### config.mk
export PLATFORM = sky130hd
export DESIGN_NAME = fifo_wr_arbiter
export DESIGN_NICKNAME = d
export VERILOG_FILES = /design/src/rtl/fifo_wr_arbiter.sv
export SDC_FILE = /design/constraint.sdc
export NUM_CORES = 1
export LEC_CHECK = 0
export CAP_MARGIN = 20
export CORE_UTILIZATION = 47
export CTS_BUF_LIST = sky130_fd_sc_hd__clkbuf_2 sky130_fd_sc_hd__clkbuf_4 sky130_fd_sc_hd__clkbuf_8
export DETAILED_ROUTE_END_ITERATION = 16
export HOLD_SLACK_MARGIN = 0.03
export PLACE_DENSITY = 0.94
export SLEW_MARGIN = 20
export SYNTH_ARGS = -nofsm -noshare
export SYNTH_HDL_FRONTEND = slang
export SYNTH_SLANG_ARGS = --single-unit
### constraint.sdc
create_clock -name w_clk -period 6.8 [get_ports w_clk]
set_input_delay 1.02 -clock w_clk [delete_from_list [all_inputs] [get_ports w_clk]]
set_output_delay 1.02 -clock w_clk [all_outputs]
set_load 0.05 [all_outputs]
### src/rtl/fifo_wr_arbiter.sv
// Write-side arbiter for the async FIFO.
// Shares the FIFO memory write port among NREQ requesters.
// Priority is round-robin, and one requester may own the port for at most
// BURST consecutive beats.
// Grants are combinational so the memory captures wdata at the same edge.
module fifo_wr_arbiter #(
  parameter int unsigned WIDTH = 8,
  parameter int unsigned NREQ  = 4,
  parameter int unsigned BURST = 4,
  localparam int unsigned IW   = $clog2(NREQ),
  localparam int unsigned BW   = $clog2(BURST + 1),
  localparam int unsigned SW   = 16
) (
  input  logic                  w_clk,
  input  logic                  w_rst_n,
  input  logic                  arb_en,
  input  logic                  full,
  input  logic [NREQ-1:0]       req,
  input  logic [NREQ*WIDTH-1:0] req_data,
  output logic [NREQ-1:0]       gnt,
  output logic                  wr_rq,
  output logic [WIDTH-1:0]      wdata,
  output logic [IW-1:0]         owner,
  output logic                  busy,
  output logic [SW-1:0]         stall_cnt
);

  localparam logic [0:0] ST_IDLE  = 1'b0;
  localparam logic [0:0] ST_OWNED = 1'b1;

  logic [0:0]    st_q,     st_d;
  logic [IW-1:0] ptr_q,    ptr_d;
  logic [IW-1:0] owner_q,  owner_d;
  logic [BW-1:0] beats_q,  beats_d;
  logic [SW-1:0] stall_q,  stall_d;

  logic [IW-1:0] srch_start;
  logic          srch_hit;
  logic [IW-1:0] srch_win;
  logic          grant;
  logic          grant_ok;
  logic [IW-1:0] gidx;
  logic          stall_cycle;

  // Next index with wrap to 0 after NREQ-1 (also covers non-power-of-2 NREQ).
  function automatic logic [IW-1:0] wrap_inc(input logic [IW-1:0] i);
    if (i == IW'(NREQ - 1)) begin
      return '0;
    end
    return i + IW'(1);
  endfunction

  // Search starts at ptr when idle, just past the owner when an owner releases.
  always_comb begin
    srch_start = (st_q == ST_OWNED) ? wrap_inc(owner_q) : ptr_q;
  end

  // Round-robin search: the lowest distance from srch_start wins.
  always_comb begin
    logic [IW-1:0] idx;
    srch_hit = 1'b0;
    srch_win = '0;
    idx      = '0;
    for (int k = int'(NREQ) - 1; k >= 0; k--) begin
      idx = IW'((int'(srch_start) + k) % int'(NREQ));
      if (req[idx]) begin
        srch_hit = 1'b1;
        srch_win = idx;
      end
    end
  end

  // Next-state and grant decision.
  always_comb begin
    st_d    = st_q;
    ptr_d   = ptr_q;
    owner_d = owner_q;
    beats_d = beats_q;
    grant   = 1'b0;
    gidx    = owner_q;

    if (!arb_en) begin
      // Disabled: no grant, drop ownership, rotate past an interrupted owner.
      st_d    = ST_IDLE;
      beats_d = '0;
      if (st_q == ST_OWNED) begin
        ptr_d = wrap_inc(owner_q);
      end
    end else if (st_q == ST_OWNED && req[owner_q]) begin
      // Owner still requesting: keep the port, unless full stalls the beat.
      if (!full) begin
        grant = 1'b1;
        gidx  = owner_q;
        if (beats_q + BW'(1) == BW'(BURST)) begin
          st_d    = ST_IDLE;
          ptr_d   = wrap_inc(owner_q);
          beats_d = '0;
        end else begin
          beats_d = beats_q + BW'(1);
        end
      end
    end else begin
      // Idle, or owner released: arbitrate among the remaining requesters now.
      if (!full && srch_hit) begin
        grant = 1'b1;
        gidx  = srch_win;
        if (BURST == 1) begin
          st_d    = ST_IDLE;
          ptr_d   = wrap_inc(srch_win);
          beats_d = '0;
        end else begin
          st_d    = ST_OWNED;
          owner_d = srch_win;
          beats_d = BW'(1);
        end
      end else if (st_q == ST_OWNED) begin
        st_d    = ST_IDLE;
        ptr_d   = wrap_inc(owner_q);
        beats_d = '0;
      end
    end
  end

  // Saturating count of cycles where a request is blocked by full.
  always_comb begin
    stall_cycle = arb_en & (|req) & full;
    stall_d     = stall_q;
    if (stall_cycle && stall_q != {SW{1'b1}}) begin
      stall_d = stall_q + SW'(1);
    end
  end

  // State registers.
  always_ff @(posedge w_clk or negedge w_rst_n) begin
    if (!w_rst_n) begin
      st_q    <= ST_IDLE;
      ptr_q   <= '0;
      owner_q <= '0;
      beats_q <= '0;
      stall_q <= '0;
    end else begin
      st_q    <= st_d;
      ptr_q   <= ptr_d;
      owner_q <= owner_d;
      beats_q <= beats_d;
      stall_q <= stall_d;
    end
  end

  // Grant gated by reset so outputs clear the instant reset asserts.
  always_comb begin
    grant_ok = grant & w_rst_n;
    gnt      = grant_ok ? (NREQ'(1) << gidx) : '0;
    wr_rq    = grant_ok;
  end

  // AND-OR data mux over the one-hot grant; zero when nothing is granted.
  always_comb begin
    wdata = '0;
    for (int i = 0; i < int'(NREQ); i++) begin
      if (gnt[i]) begin
        wdata = wdata | req_data[i*WIDTH +: WIDTH];
      end
    end
  end

  // Status outputs straight from state.
  always_comb begin
    owner     = owner_q;
    busy      = (st_q == ST_OWNED);
    stall_cnt = stall_q;
  end

endmodule
==> results.yml <==
drt:
  vias: 1561
  drtIter0Drc: 92
  dr.pass1.iters: 4
  routedWlPerCell_um: 15.5
  wl_um: 4360
  antenna_left: 0
  viasPerCell: 5.56
  drc: 0
clock_network:
  cts_resized: 0
  worstSkewPairLatency_ns: 0.32
  clk_pin_slew_ns: 0.13
  clock_sinks: 24
  numCtsBuffers: 3
  cts_setup_buffers: 0
  cts_hold_buf: 0
  cts_buffer_depth: 2
  cts_tree: "built"
  htree_levels: 1
  cts-root-buf: "clkbuf_4"
sta:
  skew_ns: 0.00675
  worstMarginPinSlew_ns: 0.971
  final-setup-viol-count: 0
  timing.final.crit_share: 0.748
  hold_viol: 0
  fin_tns_setup_ns: 0
  rsz0062_at_grt: "false"
  clock.fmax_ghz: 0.197
  finalCriticalPeriod_ns: 5.08
  final_max_slew_viol_count: 0
  timing.slew.headroom: 0.344
floorplanning:
  die_w_um: 62.2
  die_y_um: 62.2
  start_util: 0.499
  die-area_sq_um: 3870
  rows: 21
  ioPinCount: 72
  core_area_sq_um: 3420
worst_setup_path:
  worst-path-buf-inv: 2
  arrival_ns: 4.06
  cp.depth: 8
  max_stage_delay_ns: 0.85
  crit_path_start_kind: "input pin"
  r2r_slack_ns: 4.25
  reg2regPathDepth: 6
  path_delay_family: "buffers and inverters"
  crit_slowest_cell: "clkdlybuf4s50_1"
  critPathRequiredTime_ns: 5.78
  path_class: "input pin to output port"
  cpMostUsedCell: "clkdlybuf4s50_1"
  cp-end-kind: "output port"
  worst-path-max-fanout: 10
  crit_chain: "clkdlybuf4s50_1 > mux2_2 > nand3_1 > nand3_2 > or4b_4 > a21bo_1 > o22ai_2 > clkdlybuf4s50_1"
yosys:
  ys_top_cells_by_area: "dfrtp_1 35%, mux2i_1 10%, xnor2_1 7.2%, o22ai_2 5.9%, mux2_2 5.3%"
  muxShareOfSynthArea: 0.153
  yosys_warnings: 0
  synthAdderAreaFrac: 0.0294
  synth_edf_count: 0
  netlist_area_sq_um: 1700
  yosysTopAreaCell: "dfrtp_1"
  synth_top_family_by_area: "simple AND/OR/NAND/NOR gates"
  netlist_top_cells_count: "24 x dfrtp_1, 17 x mux2i_1, 14 x xnor2_1"
  syn_area_per_cell_sq_um: 10.5
  synth.distinct_cells: 48
  synthSimpleGateAreaFrac: 0.208
  synth_cells: 163
  ys_seq_elements: 24
  ys_async_sr_fraction: 1.00
  synth_top_area_share: 0.352
  synth_compound_area_frac: 0.137
  synth_most_common_cell: "dfrtp_1"
  ys_seq_area_frac: 0.352
  ys.flop_type: "dfrtp_1"
  synth-xor-area-share: 0.0822
  synthesis.nets: 207
power:
  p_per_area_nw_per_um2: 297
  ir_worst_vdd_uv: 223
  p_leak_uw: 0.000985
grt:
  grt_pass1_vias: 1460
  gr-total-overflow: 0
  grt_pass1_wl_um: 7130
  grt_max_degree: 27
  grt.total_usage: 0.231
  antenna_found_initial: 0
flow_run:
  cap_violations: 0
final_layout:
  final_layout_size_suffix_gt1_frac: 0.132
  area_delta_synth_final_pct: 45.4
  utilization: 0.725
  n_fill_cell: 251
  num_antenna_cells: 0
  fin_nets: 280
placed_design:
  gp_congestion: 0.795
  io_buffers: 71
  dp_hpwl_um: 3280
hold_path:
  worstHoldPathCells: 1
  hold_path_class: "flop to flop"
status:
  status: "finished, final reports clean"
## per-layer routing
layer | GRT usage | wire length, um | vias up
met4 | 0.0756 | 95 | 0
met3 | 0.0368 | 196 | 12
met1 | 0.295 | 1850 | 746
met5 | 0 | 0 | -
met2 | 0.396 | 2220 | 54
li1 | - | - | 749
## state kept, by name, summed over array words and instances (netlist names)
signal	flops
stall_cnt	16
beats_q	3
owner	2
ptr_q	2
busy	1
## cell usage in the layout (no fill, tap or decap), types with 3 or more instances in the layout
| master | count |
|---|---|
| clkdlybuf4s50_1 | 71 |
| dfrtp_1 | 24 |
| mux2i_1 | 17 |
| xnor2_1 | 14 |
| nor2_1 | 11 |
| nand3_1 | 10 |
| nand2_1 | 9 |
| mux2_2 | 8 |
| o22ai_2 | 8 |
| inv_1 | 5 |
| ha_1 | 4 |
| and2_1 | 3 |
| and4_1 | 3 |
| nand4_1 | 3 |
| clkbuf_4 | 3 |
## layout make-up
cell class / count / area, sq um / area share
well taps: 46 / 57.6 / 0.0232
inverters: 5 / 18.8 / 0.00758
flip-flops and latches: 24 / 601 / 0.242
clock buffers: 4 / 36.3 / 0.0146
multi-input cells: 129 / 1040 / 0.419
repair buffers: 73 / 726 / 0.293
## power breakdown
group | internal (uW) | leakage, uW | switching [uW]
Combinational | 185 | 0.000649 | 250
Sequential | 176 | 0.000315 | 47.7
Clock | 32.7 | 0.0000210 | 42.8
Total | 394 | 0.000985 | 341
## cells by family after synthesis
logic type / after synthesis
multiplexers: 25
AND/OR/NAND/NOR: 59
flip-flops: 24
adder cells (fa/ha/maj): 4
AO/OA/AOI/OAI: 25
buffers and inverters: 10
XOR/XNOR: 16
## worst paths after layout
path | from | to
min in group asynchronous | w_rst_n | stall_cnt[3]
max reg2reg | stall_cnt[7] | stall_cnt[9]
min reg2reg | stall_cnt[11] | stall_cnt[11]
min | stall_cnt[11] | stall_cnt[11]
max in group asynchronous | w_rst_n | stall_cnt[5]
max | req[3] | wdata[7]
## stage by stage
stage / power, uW / cells / cell area [sq um] / hold WS [ns] / worst slack, ns
2_1_floorplan: 536 / 163 / 1700 / 0.487 / 2.83
3_3_place_gp: 652 / 277 / 2440 / 0.479 / 1.80
3_5_place_dp: 660 / 277 / 2440 / 0.487 / 1.73
4_1_cts: 736 / 281 / 2480 / 0.505 / 1.73
5_1_grt: 778 / 281 / 2480 / 0.529 / 1.56
6_report: 735 / 281 / 2480 / 0.500 / 1.72
(Power assumes the default switching activity.)
